$ cat config.mk
export PLATFORM = sky130hd
export DESIGN_NAME = program_loader
export DESIGN_NICKNAME = d
export VERILOG_FILES = /design/src/rtl/program_loader_pkg.sv /design/src/rtl/program_loader_instruction_encoder.sv /design/src/rtl/program_loader.sv
export SDC_FILE = /design/constraint.sdc
export NUM_CORES = 1
export LEC_CHECK = 0
export BUFFER_PORTS_ARGS = -buffer_cell sky130_fd_sc_hd__buf_2
export CORE_MARGIN = 2
export CORE_UTILIZATION = 40
export CTS_CLUSTER_SIZE = 24
export DETAILED_ROUTE_END_ITERATION = 8
export GPL_ROUTABILITY_DRIVEN = 0
export SLEW_MARGIN = 40
export SYNTH_ARGS = -nofsm -noshare
export SYNTH_HDL_FRONTEND = slang
export SYNTH_HIERARCHICAL = 1
export SYNTH_SLANG_ARGS = --single-unit
$ cat constraint.sdc
create_clock -name I_clk -period 3.8 [get_ports I_clk]
set_clock_uncertainty 0.2 [all_clocks]
set_input_delay 0.19 -clock I_clk [delete_from_list [all_inputs] [get_ports I_clk]]
set_output_delay 0.19 -clock I_clk [all_outputs]
set_load 0.02 [all_outputs]
$ cat src/rtl/program_loader_pkg.sv
// Shared definitions for the program loader: instruction field positions,
// opcode values, the illegal-opcode set, limits and FSM state encoding.
package program_loader_pkg;

  // Instruction word field positions
  localparam int OPCODE_MSB = 15;
  localparam int OPCODE_LSB = 11;
  localparam int SEL_A_MSB  = 10;
  localparam int SEL_A_LSB  = 8;
  localparam int IMM_MSB    = 7;
  localparam int IMM_LSB    = 0;
  localparam int SEL_B_MSB  = 7;
  localparam int SEL_B_LSB  = 5;
  localparam int SEL_D_MSB  = 4;
  localparam int SEL_D_LSB  = 2;

  // ALU opcode values
  typedef enum logic [4:0] {
    OP_ADD     = 5'd0,
    OP_SUB     = 5'd1,
    OP_NOT     = 5'd2,
    OP_AND     = 5'd3,
    OP_OR      = 5'd4,
    OP_XOR     = 5'd5,
    OP_SHL     = 5'd6,
    OP_SHR     = 5'd7,
    OP_CMP     = 5'd8,
    OP_LD      = 5'd9,
    OP_ST      = 5'd10,
    OP_MOV     = 5'd11,
    OP_JMP     = 5'd12,
    OP_JMP_REG = 5'd13
  } opcode_t;

  // Opcode groups (opcode[4:1]) that the core cannot execute
  localparam logic [3:0] ILLEGAL_GROUP_0 = 4'd6;
  localparam logic [3:0] ILLEGAL_GROUP_1 = 4'd7;
  localparam logic [3:0] ILLEGAL_GROUP_2 = 4'd14;
  localparam logic [3:0] ILLEGAL_GROUP_3 = 4'd15;

  // Largest program a single session can load
  localparam logic [4:0] MAX_LENGTH = 5'd16;

  // Loader FSM state encoding
  localparam logic [1:0] ST_IDLE   = 2'd0;
  localparam logic [1:0] ST_LOAD   = 2'd1;
  localparam logic [1:0] ST_VERIFY = 2'd2;
  localparam logic [1:0] ST_DONE   = 2'd3;

  function automatic logic is_illegal_opcode(input logic [4:0] opcode);
    logic [3:0] group;
    group = opcode[4:1];
    return (group == ILLEGAL_GROUP_0) || (group == ILLEGAL_GROUP_1) ||
           (group == ILLEGAL_GROUP_2) || (group == ILLEGAL_GROUP_3);
  endfunction

endpackage

$ cat src/rtl/program_loader_instruction_encoder.sv
// Packs the instruction fields into one 16-bit program word and flags
// opcodes that must never reach program RAM.
module instruction_encoder
  import program_loader_pkg::*;
(
  input  logic [4:0]  alu_opcode,
  input  logic [2:0]  select_a,
  input  logic [2:0]  select_b,
  input  logic [2:0]  select_d,
  input  logic [7:0]  immediate,
  input  logic        imm_format,
  output logic [15:0] word,
  output logic        illegal
);

  // Immediate format carries the 8-bit constant in the low byte; register
  // format carries B and D there with the two lowest bits left at zero.
  always_comb begin
    word = '0;
    word[OPCODE_MSB:OPCODE_LSB] = alu_opcode;
    word[SEL_A_MSB:SEL_A_LSB]   = select_a;
    if (imm_format) begin
      word[IMM_MSB:IMM_LSB] = immediate;
    end else begin
      word[SEL_B_MSB:SEL_B_LSB] = select_b;
      word[SEL_D_MSB:SEL_D_LSB] = select_d;
    end
    illegal = is_illegal_opcode(alu_opcode);
  end

endmodule

$ cat src/rtl/program_loader.sv
// Program loader: accepts instruction fields, encodes them, writes them to
// consecutive program RAM words, then reads them back and checks an XOR
// signature while holding the CPU off.
module program_loader
  import program_loader_pkg::*;
(
  input  logic        I_clk,
  input  logic        I_reset,
  input  logic        I_start,
  input  logic [3:0]  I_base_addr,
  input  logic [4:0]  I_length,
  input  logic        I_valid,
  output logic        O_ready,
  input  logic [4:0]  I_alu_opcode,
  input  logic [2:0]  I_select_A,
  input  logic [2:0]  I_select_B,
  input  logic [2:0]  I_select_D,
  input  logic [7:0]  I_immediate,
  input  logic        I_imm_format,
  output logic        O_ram_wr_enable,
  output logic [3:0]  O_ram_addr,
  output logic [15:0] O_ram_data,
  input  logic [15:0] I_ram_data,
  output logic        O_cpu_hold,
  output logic        O_done,
  output logic [1:0]  O_error
);

  logic [1:0]  state;
  logic [3:0]  base_addr;
  logic [3:0]  write_addr;
  logic [4:0]  word_count;
  logic [4:0]  load_count;
  logic [4:0]  verify_count;
  logic [15:0] write_xor;
  logic [15:0] read_xor;
  logic [15:0] enc_word;
  logic        enc_illegal;
  logic [4:0]  start_length;
  logic        accept;

  instruction_encoder u_encoder (
    .alu_opcode (I_alu_opcode),
    .select_a   (I_select_A),
    .select_b   (I_select_B),
    .select_d   (I_select_D),
    .immediate  (I_immediate),
    .imm_format (I_imm_format),
    .word       (enc_word),
    .illegal    (enc_illegal)
  );

  assign start_length = (I_length > MAX_LENGTH) ? MAX_LENGTH : I_length;
  assign O_ready      = (state == ST_LOAD) && (load_count < word_count);
  assign accept       = I_valid && O_ready;
  assign O_cpu_hold   = (state == ST_LOAD) || (state == ST_VERIFY);
  assign O_done       = (state == ST_DONE);

  // Session FSM: the write strobe is registered one cycle after acceptance,
  // so LOAD is left only once the last word's strobe cycle has been issued.
  // VERIFY issues one read per cycle and folds in the data one cycle later.
  always_ff @(posedge I_clk) begin
    if (I_reset) begin
      state           <= ST_IDLE;
      base_addr       <= '0;
      write_addr      <= '0;
      word_count      <= '0;
      load_count      <= '0;
      verify_count    <= '0;
      write_xor       <= '0;
      read_xor        <= '0;
      O_ram_wr_enable <= 1'b0;
      O_ram_addr      <= '0;
      O_ram_data      <= '0;
      O_error         <= '0;
    end else begin
      O_ram_wr_enable <= 1'b0;
      case (state)
        ST_IDLE: begin
          if (I_start) begin
            base_addr    <= I_base_addr;
            write_addr   <= I_base_addr;
            word_count   <= start_length;
            load_count   <= '0;
            verify_count <= '0;
            write_xor    <= '0;
            read_xor     <= '0;
            O_error      <= '0;
            state        <= (start_length == 5'd0) ? ST_DONE : ST_LOAD;
          end
        end
        ST_LOAD: begin
          if (accept) begin
            if (enc_illegal) begin
              O_error[0] <= 1'b1;
            end else begin
              O_ram_wr_enable <= 1'b1;
              O_ram_addr      <= write_addr;
              O_ram_data      <= enc_word;
              write_addr      <= write_addr + 4'd1;
              load_count      <= load_count + 5'd1;
              write_xor       <= write_xor ^ enc_word;
            end
          end else if (load_count == word_count) begin
            state        <= ST_VERIFY;
            O_ram_addr   <= base_addr;
            verify_count <= '0;
          end
        end
        ST_VERIFY: begin
          verify_count <= verify_count + 5'd1;
          if (verify_count != 5'd0) begin
            read_xor <= read_xor ^ I_ram_data;
          end
          if (verify_count == word_count) begin
            if ((read_xor ^ I_ram_data) != write_xor) begin
              O_error[1] <= 1'b1;
            end
            state <= ST_DONE;
          end else if ((verify_count + 5'd1) < word_count) begin
            O_ram_addr <= O_ram_addr + 4'd1;
          end
        end
        ST_DONE: begin
          state <= ST_IDLE;
        end
        default: begin
          state <= ST_IDLE;
        end
      endcase
    end
  end

endmodule

==> run metrics <==
status=complete, no violations; post-route insts no fill=789; min Tclk post-route=2.84 ns; startpoint types=flip-flop; Worst-path clk slew=0.09 ns; DRC=0; Power Dens Cells=528 nW/µm²; port buffer count=77; CP Data Required Time=3.88 ns; routed wire length=approximately 11000 µm; largest net degree at the start of global routing=33; CTS tree=yes; Die Height=109 µm; WS Path Type=flip-flop to flip-flop; Std-Cell Rows=38; max cap viols=0; crit end category=flip-flop; synthesized area per cell=around 8.0 µm²; Sink Count=80; die width=109 µm; DRT iter0 DRCs=about 220; GRT Util Overall=19.5%; # IOs=slightly below 80; post-synth cell types=53; RSZ-0062 raised after global routing=no; worst slew pin tran=0.558 ns; DR vias/cell=5.08; Clk pwr share=22.0%; synthesis-to-finish area growth=22.4%; n_diodes=0; GR peak layer=met2; Inserted Clock Buffers=9; fmax=352 MHz; Hold Worst Slack=0.0378 ns; Post-synth EDFFs=0; post-DP HPWL=around 8100 µm; Switching Share=between 30% and 40%; GR Util met1=28.4%; number of synthesized register bits=80; GR Overflow Total=0; WL/cell=14.1 µm; Initial Utilization=40.7%; setup TNS=0 ns; syn_nets=620; fill cell count=1071; post-synthesis sequential area ratio=36.6%; Hold Violations, Final=0; CP Data Arrival Time=2.92 ns; Tcrit/Tclk final=74.9%; Skew-Pair Late Insertion Delay=between 0.3 and 0.4 ns; Logic pwr share=39.8%; Placed Instances=between 700 and 800; number of warnings issued by yosys=6; vias=4009; first-pass GRT wire length=18200 µm; most common cell after layout, fill and taps aside=dfxtp_1; Layout Nets=approximately 700; Flop pwr share=38.1%; total power=2.83 mW; met3 Use GR=2.53%; Die ar.=around 12000 µm²; Mapped Area=4380 µm²; antenna violations before repair=0; Slew Limit Headroom=62.8%; Syn Inst Count=548; P_leak=slightly above 2 nW; Most used DFF post-synth=dfxtp_1; met2 Use GR=between 20% and 30%; layout cells sized above 1=17.9%; Final setup viols=0; Max Transition Viols Final=0; Root Buffer=clkbuf_8; internal power=1.72 mW; asr flop ratio synth=0%; H-Tree Depth=3; Core Region=10700 µm²; drt first pass iters=5; most frequent cells in the layout=dfxtp_1 (80), buf_2 (77), nand2_1 (75); NetSw=1.11 mW; post-route ant nets=0; Max Root-Sink Buffers=2; vias in the first global route=around 3800; Hold WC Path Type=primary input to flip-flop; maximum VDD drop=around 0.27 mV; total setup buffers inserted after CTS=0; CP max FO=17; post_cts resized=0
==> sequential cells by signal (all words and copies together) (netlist names) <==
register,cells
write_addr,4
word_count,5
O_error,2
O_ram_data,16
read_xor,16
state,2
O_ram_addr,4
base_addr,4
verify_count,5
write_xor,16
load_count,5
O_ram_wr_enable,1
==> final cells by class <==
type / instances / area (µm²) / share of cell area (%)
Clock buffer: 11 / 131 / 2.45
Inverter: 22 / 82.6 / 1.54
Multi-Input combinational cell: 413 / 2530 / 47.3
Timing Repair Buffer: 118 / 776 / 14.5
Tap cell: 140 / 175 / 3.27
Clock inverter: 5 / 57.6 / 1.07
Sequential cell: 80 / 1600 / 29.9
==> power groups by stage <==
| stage | Combinational (mW) | Sequential, mW | Clock, mW |
|---|---|---|---|
| after floorplan | 0.816 | 1.09 | 0 |
| after CTS | 1.13 | 1.08 | 0.637 |
| after global placement | 1.09 | 1.09 | 0 |
| after detailed placement | 1.10 | 1.10 | 0 |
| after global routing | 1.26 | 1.10 | 0.683 |
| final | 1.13 | 1.08 | 0.624 |
==> per-stage QoR <==
stage | util (%) | setup slack (ns) | area (µm²)
after CTS | 49.8 | 0.957 | 5360
final | 49.8 | 0.955 | 5360
after global routing | 49.8 | 0.666 | 5360
after detailed placement | 45.0 | 0.986 | 4840
after global placement | 45.0 | 1.11 | 4840
after floorplan | - | 1.42 | 4380
==> path summary, 6_finish.rpt <==
| check | from | cells after the start | to | slack (ns) |
|---|---|---|---|---|
| min | I_immediate[5] | 4 | O_ram_data[5] | 0.04 |
| min reg2reg | O_ram_data[15] | 2 | O_ram_data[15] | 0.26 |
| max reg2reg | state[0] | 9 | read_xor[8] | 0.96 |
| max | state[0] | 9 | read_xor[8] | 0.96 |
==> logic make-up after synthesis <==
| family | share of synthesized area, % |
|---|---|
| flip-flops | 36.6 |
| multiplexers | 2.97 |
| XOR/XNOR | 11.0 |
| buffers and inverters | 5.66 |
| adder cells (fa/ha/maj) | 5.72 |
| AO/OA/AOI/OAI | 15.4 |
| AND/OR/NAND/NOR | 22.6 |
==> timing repair <==
action / CTS / global route
hold buffers: 33 / 0
endpoints found under the setup margin: 0 / 0
hold endpoints to repair: 33 / 0
==> cells in the mapped netlist (2+ instances only) <==
| master | n | share of area, % |
|---|---|---|
| nand3_1 | 16 | 1.8 |
| inv_2 | 2 | 0.17 |
| nor2b_1 | 3 | 0.43 |
| inv_1 | 20 | 1.7 |
| a31oi_1 | 3 | 0.43 |
| o22ai_1 | 3 | 0.43 |
| a21oi_1 | 57 | 6.5 |
| o32ai_1 | 2 | 0.40 |
| nand2b_1 | 3 | 0.43 |
| buf_2 | 3 | 0.34 |
| nor3_1 | 9 | 1.0 |
| buf_4 | 8 | 1.4 |
| and2_1 | 2 | 0.29 |
| nor4_1 | 4 | 0.57 |
| dfxtp_1 | 80 | 37 |
| mux2i_1 | 4 | 0.91 |
| ha_1 | 20 | 5.7 |
| o21ai_0 | 11 | 1.3 |
| o21ai_1 | 15 | 1.7 |
| mux2_4 | 6 | 2.1 |
| a211oi_1 | 3 | 0.51 |
| nor2_1 | 70 | 6.0 |
| nand3b_1 | 20 | 3.4 |
| and2_2 | 2 | 0.34 |
| o21a_1 | 3 | 0.51 |
| a32o_1 | 2 | 0.46 |
| nand4_1 | 4 | 0.57 |
| or4_1 | 2 | 0.34 |
| clkbuf_1 | 20 | 1.7 |
| nand2_1 | 75 | 6.4 |
| xnor2_1 | 54 | 11 |
==> metal layers <==
metal / vias to the layer above / share of wire, %
met5: - / 0
met4: 0 / 1.4
met3: 14 / 3.5
met2: 91 / 45
met1: 1864 / 50
li1: 2040 / -
==> critical path: stages (launching register included) <==
cell and delay [ns]:
dfxtp_1 0.37, inv_1 0.10, ha_1 0.28, and2_1 0.44, a21oi_1 0.12, a31o_2 0.37, nor2_1 0.38, buf_4 0.26
nand3b_1 0.09, a21oi_1 0.15
Note: power is estimated with default switching activity, not from simulation.
